[src/rtl/cpu_pkg.sv]
// Shared encodings for the CPU pipeline: opcodes, MEM-stage FSM states,
// write-back source selects and common widths.
package cpu_pkg;

    localparam int unsigned DATA_W  = 16;
    localparam int unsigned FLAGS_W = 4;

    typedef enum logic [2:0] {
        OP_NOP  = 3'd0,
        OP_LDD  = 3'd1,
        OP_STD  = 3'd2,
        OP_PUSH = 3'd3,
        OP_POP  = 3'd4,
        OP_INT  = 3'd5,
        OP_RET  = 3'd6,
        OP_RTI  = 3'd7
    } op_e;

    typedef enum logic {
        ST_IDLE   = 1'b0,
        ST_SECOND = 1'b1
    } state_e;

    typedef enum logic [1:0] {
        SEL_IMM    = 2'b00,
        SEL_ALU    = 2'b01,
        SEL_MEM    = 2'b10,
        SEL_INPORT = 2'b11
    } sel_e;

endpackage

[src/rtl/mem_wb_reg.sv]
// MEM/WB pipeline register. Loads every cycle; a bubble clears the two
// architectural side-effect enables so the write-back stage does nothing.
module mem_wb_reg
    import cpu_pkg::*;
(
    input  logic              i_clk,
    input  logic              i_rst_n,
    input  logic              i_bubble,
    input  logic [1:0]        i_sel,
    input  logic [DATA_W-1:0] i_alu_value,
    input  logic [DATA_W-1:0] i_imm,
    input  logic [DATA_W-1:0] i_mem_data,
    input  logic [DATA_W-1:0] i_in_port,
    input  logic [2:0]        i_rd,
    input  logic              i_reg_we,
    input  logic              i_outport_en,
    output logic [1:0]        o_sel,
    output logic [DATA_W-1:0] o_alu_value,
    output logic [DATA_W-1:0] o_imm,
    output logic [DATA_W-1:0] o_mem_data,
    output logic [DATA_W-1:0] o_in_port,
    output logic [2:0]        o_rd,
    output logic              o_reg_we,
    output logic              o_outport_en
);

    // Capture write-back fields; bubble forces the enables low.
    always_ff @(posedge i_clk) begin
        if (!i_rst_n) begin
            o_sel        <= '0;
            o_alu_value  <= '0;
            o_imm        <= '0;
            o_mem_data   <= '0;
            o_in_port    <= '0;
            o_rd         <= '0;
            o_reg_we     <= 1'b0;
            o_outport_en <= 1'b0;
        end else begin
            o_sel        <= i_sel;
            o_alu_value  <= i_alu_value;
            o_imm        <= i_imm;
            o_mem_data   <= i_mem_data;
            o_in_port    <= i_in_port;
            o_rd         <= i_rd;
            o_reg_we     <= i_bubble ? 1'b0 : i_reg_we;
            o_outport_en <= i_bubble ? 1'b0 : i_outport_en;
        end
    end

endmodule

[src/rtl/mem_stage.sv]
// MEM pipeline stage: data-memory access, stack pointer, two-word INT/RTI
// sequencing and the MEM/WB register feeding write-back.
module mem_stage
    import cpu_pkg::*;
#(
    parameter int unsigned       ADDR_W  = 11,
    parameter logic [ADDR_W-1:0] SP_INIT = {ADDR_W{1'b1}}
) (
    input  logic              clk,
    input  logic              rst,
    input  logic              valid_in,
    input  logic [2:0]        op,
    input  logic [15:0]       ea,
    input  logic [15:0]       store_data,
    input  logic [15:0]       pc_in,
    input  logic [3:0]        flags_in,
    input  logic [1:0]        wb_sel_in,
    input  logic [15:0]       alu_value_in,
    input  logic [15:0]       imm_in,
    input  logic [15:0]       in_port_in,
    input  logic [2:0]        rd_in,
    input  logic              reg_we_in,
    input  logic              outport_en_in,
    output logic [ADDR_W-1:0] mem_addr,
    output logic [15:0]       mem_wdata,
    output logic              mem_we,
    input  logic [15:0]       mem_rdata,
    output logic              stall,
    output logic              pc_load,
    output logic [15:0]       pc_out,
    output logic              flags_load,
    output logic [3:0]        flags_out,
    output logic [1:0]        sel,
    output logic [15:0]       alu_value,
    output logic [15:0]       immediate_value,
    output logic [15:0]       mem_data,
    output logic [15:0]       input_port_val,
    output logic [2:0]        rd,
    output logic              reg_we,
    output logic              outport_enable
);

    localparam logic [ADDR_W-1:0] SP_ONE = 1;

    state_e            r_state;
    state_e            w_state_nxt;
    logic [ADDR_W-1:0] r_sp;
    logic [ADDR_W-1:0] w_sp_nxt;
    logic              r_sec_rti;
    logic              w_sec_rti_nxt;
    logic [ADDR_W-1:0] w_sp_inc;
    logic [ADDR_W-1:0] w_sp_dec;
    op_e               w_op;
    logic              w_bubble;
    logic              w_unused_ea;

    assign w_op        = op_e'(op);
    assign w_sp_inc    = r_sp + SP_ONE;
    assign w_sp_dec    = r_sp - SP_ONE;
    assign w_bubble    = stall | ~valid_in;
    assign w_unused_ea = ^ea[15:ADDR_W];

    // State, stack pointer and second-word kind registers.
    always_ff @(posedge clk) begin
        if (!rst) begin
            r_state   <= ST_IDLE;
            r_sp      <= SP_INIT;
            r_sec_rti <= 1'b0;
        end else begin
            r_state   <= w_state_nxt;
            r_sp      <= w_sp_nxt;
            r_sec_rti <= w_sec_rti_nxt;
        end
    end

    // Next-state, SP update and memory/redirect controls.
    // SP moves by one on each INT/RTI word, so the second word always
    // lands on the already-updated SP instead of needing an SP-1/SP+2 path.
    always_comb begin
        w_state_nxt   = ST_IDLE;
        w_sp_nxt      = r_sp;
        w_sec_rti_nxt = r_sec_rti;
        mem_addr      = ea[ADDR_W-1:0];
        mem_wdata     = store_data;
        mem_we        = 1'b0;
        stall         = 1'b0;
        pc_load       = 1'b0;
        pc_out        = mem_rdata;
        flags_load    = 1'b0;
        flags_out     = mem_rdata[FLAGS_W-1:0];
        if (!rst) begin
            w_state_nxt = ST_IDLE;
        end else if (r_state == ST_SECOND) begin
            if (r_sec_rti) begin
                mem_addr = w_sp_inc;
                pc_load  = 1'b1;
                w_sp_nxt = w_sp_inc;
            end else begin
                mem_addr  = r_sp;
                mem_wdata = {{(DATA_W-FLAGS_W){1'b0}}, flags_in};
                mem_we    = 1'b1;
                w_sp_nxt  = w_sp_dec;
            end
        end else if (valid_in) begin
            case (w_op)
                OP_STD: begin
                    mem_we = 1'b1;
                end
                OP_PUSH: begin
                    mem_addr = r_sp;
                    mem_we   = 1'b1;
                    w_sp_nxt = w_sp_dec;
                end
                OP_POP: begin
                    mem_addr = w_sp_inc;
                    w_sp_nxt = w_sp_inc;
                end
                OP_RET: begin
                    mem_addr = w_sp_inc;
                    w_sp_nxt = w_sp_inc;
                    pc_load  = 1'b1;
                end
                OP_INT: begin
                    mem_addr      = r_sp;
                    mem_wdata     = pc_in;
                    mem_we        = 1'b1;
                    w_sp_nxt      = w_sp_dec;
                    stall         = 1'b1;
                    w_state_nxt   = ST_SECOND;
                    w_sec_rti_nxt = 1'b0;
                end
                OP_RTI: begin
                    mem_addr      = w_sp_inc;
                    w_sp_nxt      = w_sp_inc;
                    flags_load    = 1'b1;
                    stall         = 1'b1;
                    w_state_nxt   = ST_SECOND;
                    w_sec_rti_nxt = 1'b1;
                end
                default: begin
                end
            endcase
        end
    end

    mem_wb_reg u_mem_wb_reg (
        .i_clk        (clk),
        .i_rst_n      (rst),
        .i_bubble     (w_bubble),
        .i_sel        (wb_sel_in),
        .i_alu_value  (alu_value_in),
        .i_imm        (imm_in),
        .i_mem_data   (mem_rdata),
        .i_in_port    (in_port_in),
        .i_rd         (rd_in),
        .i_reg_we     (reg_we_in),
        .i_outport_en (outport_en_in),
        .o_sel        (sel),
        .o_alu_value  (alu_value),
        .o_imm        (immediate_value),
        .o_mem_data   (mem_data),
        .o_in_port    (input_port_val),
        .o_rd         (rd),
        .o_reg_we     (reg_we),
        .o_outport_en (outport_enable)
    );

endmodule
[config.mk]
export PLATFORM = sky130hd
export DESIGN_NAME = mem_stage
export DESIGN_NICKNAME = d
export VERILOG_FILES = /design/src/rtl/cpu_pkg.sv /design/src/rtl/mem_wb_reg.sv /design/src/rtl/mem_stage.sv
export SDC_FILE = /design/constraint.sdc
export NUM_CORES = 1
export LEC_CHECK = 0
export BUFFER_PORTS_ARGS = -buffer_cell sky130_fd_sc_hd__buf_2
export CAP_MARGIN = 25
export CORE_MARGIN = 2
export CORE_UTILIZATION = 33
export DETAILED_ROUTE_END_ITERATION = 16
export PLACE_DENSITY = 0.65
export SYNTH_ARGS = -nofsm -noshare
export SYNTH_HDL_FRONTEND = slang
export SYNTH_SLANG_ARGS = --single-unit
[constraint.sdc]
create_clock -name clk -period 2.25 [get_ports clk]
set_input_delay 0.1125 -clock clk [delete_from_list [all_inputs] [get_ports clk]]
set_output_delay 0.1125 -clock clk [all_outputs]
set_load 0.02 [all_outputs]
Yosys cells after proc, flatten, opt, wreduce, memory -nomap -nowiden
Index checks and enable logic that the tools add are counted.
Storage, ports and cells
  register bits after elaboration: 84
  input bits: 129
  output and inout port bits: 122
Cells by class
  add/subtract/negate cells: 2
  eq/ne operators: 6
  multiplexer cells: 33
  bitwise operators: 4
  reduce and logical (&&, ||, !) cells: 10
Operators by type and width (count)
  $mux 16: 5
  $mux 11: 7
  $pmux 11 s2: 2
  $mux 1: 18
  $eq 3x3->1 const B: 4
  $add 11x1->11 const B: 1
  $sub 11x1->11 const B: 1
  $eq 3x2->1 const B: 2
  $reduce_or 2->1: 3
  $reduce_or 3->1: 2
  $reduce_bool 2->1: 2
  $not 1->1: 3
  $reduce_and 3->1: 1
  $reduce_bool 3->1: 1
  $pmux 1 s2: 1
  $reduce_and 2->1: 1
  $or 1x1->1: 1

Longest topological paths before layout
Gate-level depths: netlist of the first run.
  word-level depth: 8
  depth in mapped cells: 7
  gate-level depth less buffers: 7

Hierarchy
A second synthesis of the first run with hierarchy kept.
Unflattened totals
  cells, all modules: 401
  area, all modules: 3734.8 um^2
By module, submodules not included
  mem_wb_reg: instances 1, cells an instance 149, area an instance 1918.1 um^2, seq. area each 1421.4 um^2
  mem_stage: instances 1, cells an instance 252, area an instance 1816.7 um^2, seq. area each 260.2 um^2

Worst setup path before layout of the first run
OpenSTA, ideal clock, no wires.
  path kind: reg2out
  start point: register r_sp[1]
  end point: output mem_addr[10]
  arrival time: 1817 ps
  data required time: 2138 ps
  setup slack: 320 ps
  cell stages (with the launch flop): 8
  buffers on the path: 1
  cells stage by stage: dfxtp_1 > ha_1 > clkbuf_1 > inv_1 > nor4_1 > a21oi_1 > a311oi_1 > a221o_1
On the way
  cells in the longest elaborated chain, start to end: 5
RTL lines
  start, declared: line mem_stage.sv:47  | logic [ADDR_W-1:0] r_sp;
  start signal, assigned: line mem_stage.sv:71  | r_sp <= w_sp_nxt;
  $add 11x1->11 (*): line mem_stage.sv:58  | assign w_sp_inc = r_sp + SP_ONE;
  $pmux 11 s2: line mem_stage.sv:105  | case (w_op)
  $mux 11: line mem_stage.sv:104  | end else if (valid_in) begin
  $mux 11 (*): line mem_stage.sv:93  | end else if (r_state == ST_SECOND) begin
  $mux 11 (*): line mem_stage.sv:91  | if (!rst) begin
  end, declared: line mem_stage.sv:24  | output logic [ADDR_W-1:0] mem_addr,
Mark *: on every way between the ends. The rest lies on a longest branch, timed or not.

Worst setup path in the final report of the first run
  start point: register r_sp[0]
  end point: output mem_addr[8]
The elaborated chain is that of the path after synthesis.

==> metrics.cfg, run 1 <==
[outcome]
status=finished, final reports clean

[clocking]
htreeDepth=3
clock_path_buffers=2
numCtsBuffers=9
cts_root_buffer=clkbuf_16
clkLatencyLatePin_ps=330
clk_pin_slew_ps=70
cts_tree=done
clkSinkCount=84

[yosys]
yosys_warnings=0
synth_edf_count=0
ys_async_sr_fraction=0
synth_cells=418
synth-seq-cells=84
postSynthAreaPerCell_sq_um=9.27
synth_nets=551
seq_area_frac_synth=0.434
dominantRegCellSynth=dfxtp_1
ys_types=59
netlist_area_sq_um=3880

[worst_setup_path]
rrSetupSlack_ps=290
crit_path_end_kind=primary output
path_class=register to primary output
critPathMaxStageDelay_ps=380
worst-path-buf-inv=2
r2r_end=r_sp[5]
arrival_ps=2050
required_ps=2140
crit_family=compound AO/OA/AOI/OAI gates
cp_max_fo=7
path_cells=ha_1 -> buf_4 -> nand3_1 -> nor2_4 -> a21oi_1 -> a221oi_1 -> a221o_1 -> buf_2
start_kind=register
cp_slowest_cell=dfxtp_4
timing.rr.start=r_sp[3]
rr_worst_depth=5

[place]
dp_hpwl_um=8720
io_buffers=245
place_congestion=0.856

[cells_and_area]
nets=839
drive_gt1_frac=0.432
fillers=1056
antenna_cells=0
area_growth_pct=57.1
fin_util=0.533
multi_input_area_sq_um=1880
regArea_sq_um=1700

[timing]
slew_violations=0
grt_setup_unrepaired=yes
finalCritPeriodShare=0.960
max_slew.worst_pin.slew_ps=695
hold_violations=0
relSlewSlack=0.537
setup_tns_ps=0
setup_violations=0
fmax_ghz=0.463
skew_ps=8.12
fin_crit_ps=2160

[die]
rows=39
die_h_um=112
core_area_sq_um=11400
dieArea_sq_um=12600
start_util=0.339
die_w_um=112
io_pins=251

[global_route]
groute.usage.overall=0.200
grt_max_degree=89
grt_pass1_wl_um=20300
antenna_found_initial=0
overflow=0
first_global_vias=4127

[routing]
drc=0
drtAntennaViolNets=0
vias_per_cell=4.74
vias=4045
dr.pass1.iters=4
wire_per_inst_um=15.1
drt-total-wl_um=12900
drt_iter0_drc=260

[power_and_ir_drop]
combPwrFrac=0.242
powerDensity_nw_per_um2=677
p_sw_frac=0.294
peakVddDrop_uv=554
clock_power_share=0.366
switching_power_mw=1.21
power_frac_seq=0.392
power.internal_mw=2.91
leakage_nw=2.98

[run]
cap_violations=0

[worst_hold_path]
holdPathStages=2
min_to=u_mem_wb_reg.o_alu_value[9]
min-delay-start=alu_value_in[9]
hp-class=input pin to register

per-stage QoR:
step	std cells	total power [mW]	hold WS, ps	instance area, sq um	worst slack, ps
6_report	854	4.13	10.4	6090	90.2
4_1_cts	850	4.13	0.849	6020	4.32
3_5_place_dp	772	2.51	319	5080	172
2_1_floorplan	418	2.20	234	3880	320
3_3_place_gp	772	2.49	315	5080	235
5_1_grt	854	4.34	12.7	6090	-10.7
registers in the layout, summed over array words and instances, names as in the netlist:
| register | flops |
|---|---|
| u_mem_wb_reg.o_imm | 16 |
| u_mem_wb_reg.o_rd | 3 |
| r_state | 1 |
| u_mem_wb_reg.o_outport_en | 1 |
| u_mem_wb_reg.o_mem_data | 16 |
| u_mem_wb_reg.o_reg_we | 1 |
| u_mem_wb_reg.o_alu_value | 16 |
| u_mem_wb_reg.o_sel | 2 |
| r_sec_rti | 1 |
| u_mem_wb_reg.o_in_port | 16 |
| r_sp | 11 |
how the worst max path moves through the flow:
stage / startpoint / end / slack (ps) / cells past startpoint
after detailed placement: r_sp[3] / mem_addr[8] / 170 / 7
after global routing: r_state / mem_addr[5] / -10 / 6
after floorplan: r_sp[1] / mem_addr[10] / 320 / 7
final: r_sp[0] / mem_addr[8] / 90 / 8
after global placement: r_sp[3] / mem_addr[9] / 230 / 7
after CTS: r_sp[3] / mem_addr[10] / 4 / 7
timing repair:
| action | 4_1_cts | 5_1_grt |
|---|---|---|
| setup buffers | 0 | 3 |
| endpoints found under the hold margin | 62 | 1 |
| hold buffers | 62 | 1 |
| gates resized for setup | 8 | 13 |
| pin swaps | 0 | 4 |
| setup endpoints to repair | 4 | 8 |
kinds of logic after synthesis:
family          after synthesis  synth area share
compound gates               80             0.155
simple gates                173             0.257
buf+inv                      56            0.0904
fa+ha+maj                     4            0.0129
xor+xnor                     12            0.0271
flops                        84             0.434
mux                           9            0.0245
synth_stat cells, types with 7 or more instances:
library cell,count,share of area
and2_1,73,0.12
nand3_1,14,0.018
nand2b_1,9,0.015
nand2_1,29,0.028
a22o_1,20,0.045
nor2_1,13,0.013
a21oi_1,11,0.014
dfxtp_1,84,0.43
clkbuf_1,15,0.015
buf_4,23,0.045
xnor2_1,7,0.016
o21ai_0,12,0.015
placed cells by master (no fill, tap or decap), types with 2 or more instances in the layout:
cell type and instances:
mux2i_1 5, nor2_1 12, o21ai_0 11, a2bb2oi_1 3, buf_2 244, xor2_1 5, nor3_1 5, and3_1 4
inv_6 2, o21a_1 4, dfxtp_4 3, a311oi_1 2, nand2b_1 9, nor4_2 2, o21ai_1 3, a21oi_1 11
a22oi_1 6, o211ai_1 2, mux2_2 4, and3b_1 2, dfxtp_2 5, clkinvlp_4 2, nor3b_1 3, ha_1 4
a221o_1 5, dfxtp_1 76, nand2_1 29, xnor2_1 7, a22o_1 20, dlygate4sd3_1 63, clkbuf_16 9, nand3_1 14
or3_1 3, nor2b_1 4, buf_4 21, inv_1 5, and2_1 72
power groups by stage:
stage,logic (mW),registers [mW],clock network (mW)
global route,1.08,1.63,1.63
detailed placement,0.858,1.65,0
finish,0.998,1.62,1.51
CTS,0.951,1.62,1.56
floorplan,0.484,1.72,0
global placement,0.846,1.65,0
cell type report:
| type | instances | area share |
|---|---|---|
| Clock buffer | 9 | 0.0370 |
| Clock inverter | 7 | 0.0136 |
| Inverter | 5 | 0.00308 |
| Multi-Input combinational cell | 278 | 0.308 |
| Sequential cell | 84 | 0.279 |
| Tap cell | 143 | 0.0294 |
| Timing Repair Buffer | 328 | 0.330 |
per-layer routing:
metal,global-route usage,up-vias,wire length [um]
met2,0.374,201,6640
met5,0,-,0
met4,0.0463,0,146
li1,-,1995,-
met3,0.0524,14,1110
met1,0.228,1835,4960
Note: power is estimated with default switching activity, not from simulation.
==> inputs of run 2 (changes only) <==
==> constraint.sdc (replaced) <==
create_clock -name clk -period 2.5 [get_ports clk]
set_input_delay 0.125 -clock clk [delete_from_list [all_inputs] [get_ports clk]]
set_output_delay 0.125 -clock clk [all_outputs]
set_load 0.02 [all_outputs]
==> metrics.cfg, run 2 (synthesis gave the netlist of run 1 again) <==
[global_route]
overflow=0  ; unchanged
grt_pass1_wl_um=18800  ; -7.4%
groute.usage.overall=0.185  ; -0.0154
antenna_found_initial=0  ; unchanged
grt_max_degree=86  ; -3.4%
first_global_vias=3938  ; -4.6%

[routing]
vias=4020  ; -0.62%
drt-total-wl_um=12200  ; -5.3%
wire_per_inst_um=14.6  ; -3.1%
drc=0  ; unchanged
drtAntennaViolNets=0  ; unchanged
dr.pass1.iters=4  ; unchanged
vias_per_cell=4.81  ; +1.6%
drt_iter0_drc=200  ; -23%

[run]
cap_violations=0  ; unchanged

[worst_hold_path]
hp-class=input pin to register

[die]
die_w_um=112  ; unchanged
rows=39  ; unchanged
io_pins=251  ; unchanged
die_h_um=112  ; unchanged
dieArea_sq_um=12600  ; unchanged
start_util=0.339  ; unchanged
core_area_sq_um=11400  ; unchanged

[timing]
worst_slack_ps=215  ; +125 ps
skew_ps=7.20  ; -0.921 ps
finalCritPeriodShare=0.914
slew_violations=0  ; unchanged
hold_violations=0  ; unchanged
fmax_ghz=0.438
relSlewSlack=0.569  ; +0.0321
fin_crit_ps=2280
max_slew.worst_pin.slew_ps=647  ; -48.2 ps
setup_violations=0  ; unchanged

[clocking]
cts_tree=done
htreeDepth=3  ; unchanged
clkSinkCount=84  ; unchanged
clkLatencyLatePin_ps=330  ; about the same
cts_root_buffer=clkbuf_16
clock_path_buffers=2  ; unchanged
clk_pin_slew_ps=60  ; about the same
numCtsBuffers=9  ; unchanged

[place]
io_buffers=245  ; unchanged
place_congestion=0.869  ; +1.6%
dp_hpwl_um=8630  ; -1.1%
dpl_worst_slack_ps=277  ; +106 ps
place_inst=767  ; -0.65%

[worst_setup_path]
arrival_ps=2160  ; +110 ps
crit_path_end_kind=primary output
start_kind=register
cp_max_fo=8  ; +1
path_class=register to primary output
required_ps=2380  ; +240 ps

[cells_and_area]
nets=820  ; -2.3%
antenna_cells=0  ; unchanged
final_common_cell=buf_2
multi_input_area_sq_um=1870  ; -0.27%
area_growth_pct=52.2
stdcell_count=835  ; -2.2%
final_cell_mix=buf_2 (245), dfxtp_1 (82), and2_1 (73)
fillers=1064  ; +0.76%
drive_gt1_frac=0.423  ; -0.00838
regArea_sq_um=1680  ; -0.88%

[power_and_ir_drop]
total_power_mw=3.65  ; -12%
powerDensity_nw_per_um2=618  ; -8.7%
leakage_nw=2.90  ; -2.7%
peakVddDrop_uv=356  ; -36%

[outcome]
status=finished, final reports clean

-- run 2: area by class of cell --
type,instances,area share
Multi-Input combinational cell,278,0.317
Timing Repair Buffer,309,0.311
Sequential cell,84,0.286
Clock buffer,9,0.0382
Tap cell,143,0.0303
Clock inverter,7,0.0144
Inverter,5,0.00318
-- run 2: what timing repair did --
action / CTS / global route
buffers inserted: 0 / 1
hold buffers: 50 / 1
endpoints found under the setup margin: 17 / 3
resized for setup: 2 / 5
hold endpoints to repair: 50 / 1
pin swaps: 0 / 1
-- run 2: critical path: stages (launching register included) --
cell,delay [ps]
dfxtp_1,460
ha_4,230
inv_1,70
nor4_2,350
a21oi_1,120
a311oi_1,260
a221o_1,150
buf_2,190
-- run 2: routing by layer --
| metal | vias up | share of wire | global-route usage | wire (um) |
|---|---|---|---|---|
| li1 | 1956 | - | - | - |
| met1 | 1846 | 0.41 | 0.210 | 4950 |
| met2 | 202 | 0.51 | 0.338 | 6160 |
| met3 | 16 | 0.075 | 0.0464 | 908 |
| met4 | 0 | 0.014 | 0.0618 | 171 |
| met5 | - | 0 | 0 | 0 |
-- run 2: final timing paths --
path | slack [ps] | end | startpoint | depth (start not counted)
setup reg to reg | 330 | r_sp[6] | r_sp[0] | 7
hold / removal | 9 | u_mem_wb_reg.o_in_port[13] | in_port_in[13] | 2
setup / recovery | 220 | mem_addr[10] | r_sp[0] | 7
hold reg to reg | 560 | r_sp[10] | r_sp[10] | 2
-- run 2: through the flow --
stage | instance area, sq um | hold slack, ps | setup TNS (ps) | utilization
after global routing | 5900 | 3.57 | -0.965 | 0.517
after global placement | 5040 | 328 | 0 | 0.441
after floorplan | 3880 | 247 | 0 | -
final | 5900 | 9.10 | 0 | 0.517
after detailed placement | 5040 | 334 | 0 | 0.441
after CTS | 5860 | 0.370 | 0 | 0.513
-- run 2: where the power goes --
part,internal (mW),switching [mW]
combinational,0.377,0.458
sequential,1.41,0.0398
clock,0.789,0.569
==> inputs of run 3 (changes only) <==
--- a/config.mk
+++ b/config.mk
@@ -7,10 +7,11 @@
 export LEC_CHECK = 0
 export BUFFER_PORTS_ARGS = -buffer_cell sky130_fd_sc_hd__buf_2
 export CAP_MARGIN = 25
-export CORE_MARGIN = 2
-export CORE_UTILIZATION = 33
+export CORE_AREA = 2 2 98 100
 export DETAILED_ROUTE_END_ITERATION = 16
-export PLACE_DENSITY = 0.65
+export DIE_AREA = 0 0 100 102
+export PLACE_DENSITY = 0.81
+export SLEW_MARGIN = 20
 export SYNTH_ARGS = -nofsm -noshare
 export SYNTH_HDL_FRONTEND = slang
 export SYNTH_SLANG_ARGS = --single-unit
==> metrics.cfg, run 3 (synthesis gave the netlist of run 1 again) <==
[worst_setup_path]
crit_path_end_kind=primary output
cp_max_fo=9  ; +1
arrival_ps=2270  ; +110 ps
required_ps=2380  ; about the same
critPathMaxStageDelay_ps=500  ; +40 ps
cp_slowest_cell=dfxtp_1
path_class=register to primary output
start_kind=register
path_cells=nand4_1 -> nor3_1 -> a21oi_1 -> a311oi_1 -> a221o_1 -> buf_2

[routing]
drt-total-wl_um=13300  ; +9.2%
wire_per_inst_um=16.3  ; +12%
drc=0  ; unchanged
drt_iter0_drc=235  ; +18%
route.met2.wl_um=6850  ; +11%
met1_length_um=5130  ; +3.8%
vias=4148  ; +3.2%
dr.pass1.iters=5  ; +1
highest_layer=met4
vias_per_cell=5.09  ; +5.7%
wl_met3_um=1070  ; +18%
drtAntennaViolNets=0  ; unchanged

[clocking]
clkLatencyLatePin_ps=350  ; +20 ps
cts_setup_buffers=0  ; unchanged
numCtsBuffers=9  ; unchanged
htreeDepth=3  ; unchanged
cts_tree=done
clkSinkCount=84  ; unchanged
clk_pin_slew_ps=100  ; +40 ps
cts_root_buffer=clkbuf_8
clock_path_buffers=2  ; unchanged

[place]
dp_hpwl_um=9160  ; +6.2%
postPlaceCellArea_sq_um=4960  ; -1.5%
place_congestion=0.953  ; +9.7%
io_buffers=245  ; unchanged

[die]
start_util=0.426  ; +0.0861
core_area_sq_um=9110  ; -20%
die_w_um=100  ; -11%
io_pins=251  ; unchanged
rows=35  ; -10%
dieArea_sq_um=10200  ; -19%
die_h_um=102  ; -9.2%

[power_and_ir_drop]
powerDensity_nw_per_um2=558  ; -9.7%
total_power_mw=3.28  ; -10%
peakVddDrop_uv=284  ; -20%
leakage_nw=2.89  ; -0.19%

[cells_and_area]
fillers=749  ; -30%
multi_input_area_sq_um=1870  ; +0.13%
area_growth_pct=51.7
final_cell_mix=buf_2 (245), dfxtp_1 (80), and2_1 (73)
postLayoutCellArea_sq_um=5880  ; -0.30%
regArea_sq_um=1690  ; +0.15%
nets=831  ; +1.3%
drive_gt1_frac=0.410  ; -0.0137
final_common_cell=buf_2

[timing]
max_slew.worst_pin.slew_ps=592  ; -54.5 ps
grt_setup_unrepaired=yes
setup_violations=0  ; unchanged
relSlewSlack=0.605  ; +0.0364
hold_violations=0  ; unchanged
slew_violations=0  ; unchanged
finalCritPeriodShare=0.957  ; +0.0432
skew_ps=4.13  ; -3.07 ps
fin_crit_ps=2390  ; +108 ps
fmax_ghz=0.418  ; -4.5%
holdWs_ps=22.0  ; +12.9 ps

[global_route]
overflow=0  ; unchanged
grt_max_degree=71  ; -17%
grt_pass1_wl_um=19700  ; +4.8%
antenna_found_initial=0  ; unchanged
first_global_vias=3908  ; -0.76%
groute.usage.overall=0.246  ; +0.0613

[worst_hold_path]
hp-class=input pin to register

[run]
cap_violations=0  ; unchanged

[outcome]
status=finished, final reports clean

-- run 3: power breakdown --
group	leakage, nW	internal, mW	switching, mW	total [mW]
Sequential	0.696	1.41	0.0527	1.47
Combinational	2.10	0.385	0.463	0.849
Clock	0.102	0.396	0.572	0.968
Total	2.89	2.19	1.09	3.28
-- run 3: path summary, 6_finish.rpt --
kind | startpoint | to | slack, ps | cells past startpoint
hold / removal | mem_rdata[0] | u_mem_wb_reg.o_mem_data[0] | 20 | 2
setup / recovery | r_sp[5] | mem_addr[9] | 110 | 6
setup reg to reg | r_sp[0] | r_sp[6] | 230 | 7
hold reg to reg | r_sp[10] | r_sp[10] | 570 | 2
-- run 3: final cells by class --
| class | count | share of cell area |
|---|---|---|
| tap | 111 | 0.0236 |
| sequential | 84 | 0.287 |
| multi-input combinational | 278 | 0.319 |
| timing repair buffer | 320 | 0.333 |
| antenna | 1 | 0.000426 |
| clock inverter | 7 | 0.0130 |
| clock buffer | 9 | 0.0211 |
| inverter | 5 | 0.00319 |
-- run 3: critical path, delay by kind of cell, from the launching register on --
kind            cells  cell delay, ps
buf+inv             1             180
simple gates        2             670
flops               1             500
compound gates      3             550
-- run 3: per-stage QoR --
| stage | util | setup TNS (ps) | worst slack [ps] | std cells |
|---|---|---|---|---|
| 2_1_floorplan | - | 0 | 558 | 418 |
| 5_1_grt | 0.645 | -28.4 | -23.0 | 814 |
| 3_3_place_gp | 0.545 | 0 | 280 | 730 |
| 6_report | 0.646 | 0 | 107 | 815 |
| 4_1_cts | 0.642 | 0 | 25.1 | 813 |
| 3_5_place_dp | 0.545 | 0 | 177 | 730 |
-- run 3: layer usage --
| metal | track usage | vias up |
|---|---|---|
| li1 | - | 1983 |
| met1 | 0.283 | 1912 |
| met2 | 0.448 | 227 |
| met3 | 0.0622 | 26 |
| met4 | 0.0832 | 0 |
| met5 | 0 | - |
-- run 3: what timing repair did --
item	CTS	global route
hold buffers	67	1
hold endpoints to repair	67	1
resized for setup	4	6
endpoints found under the setup margin	17	19
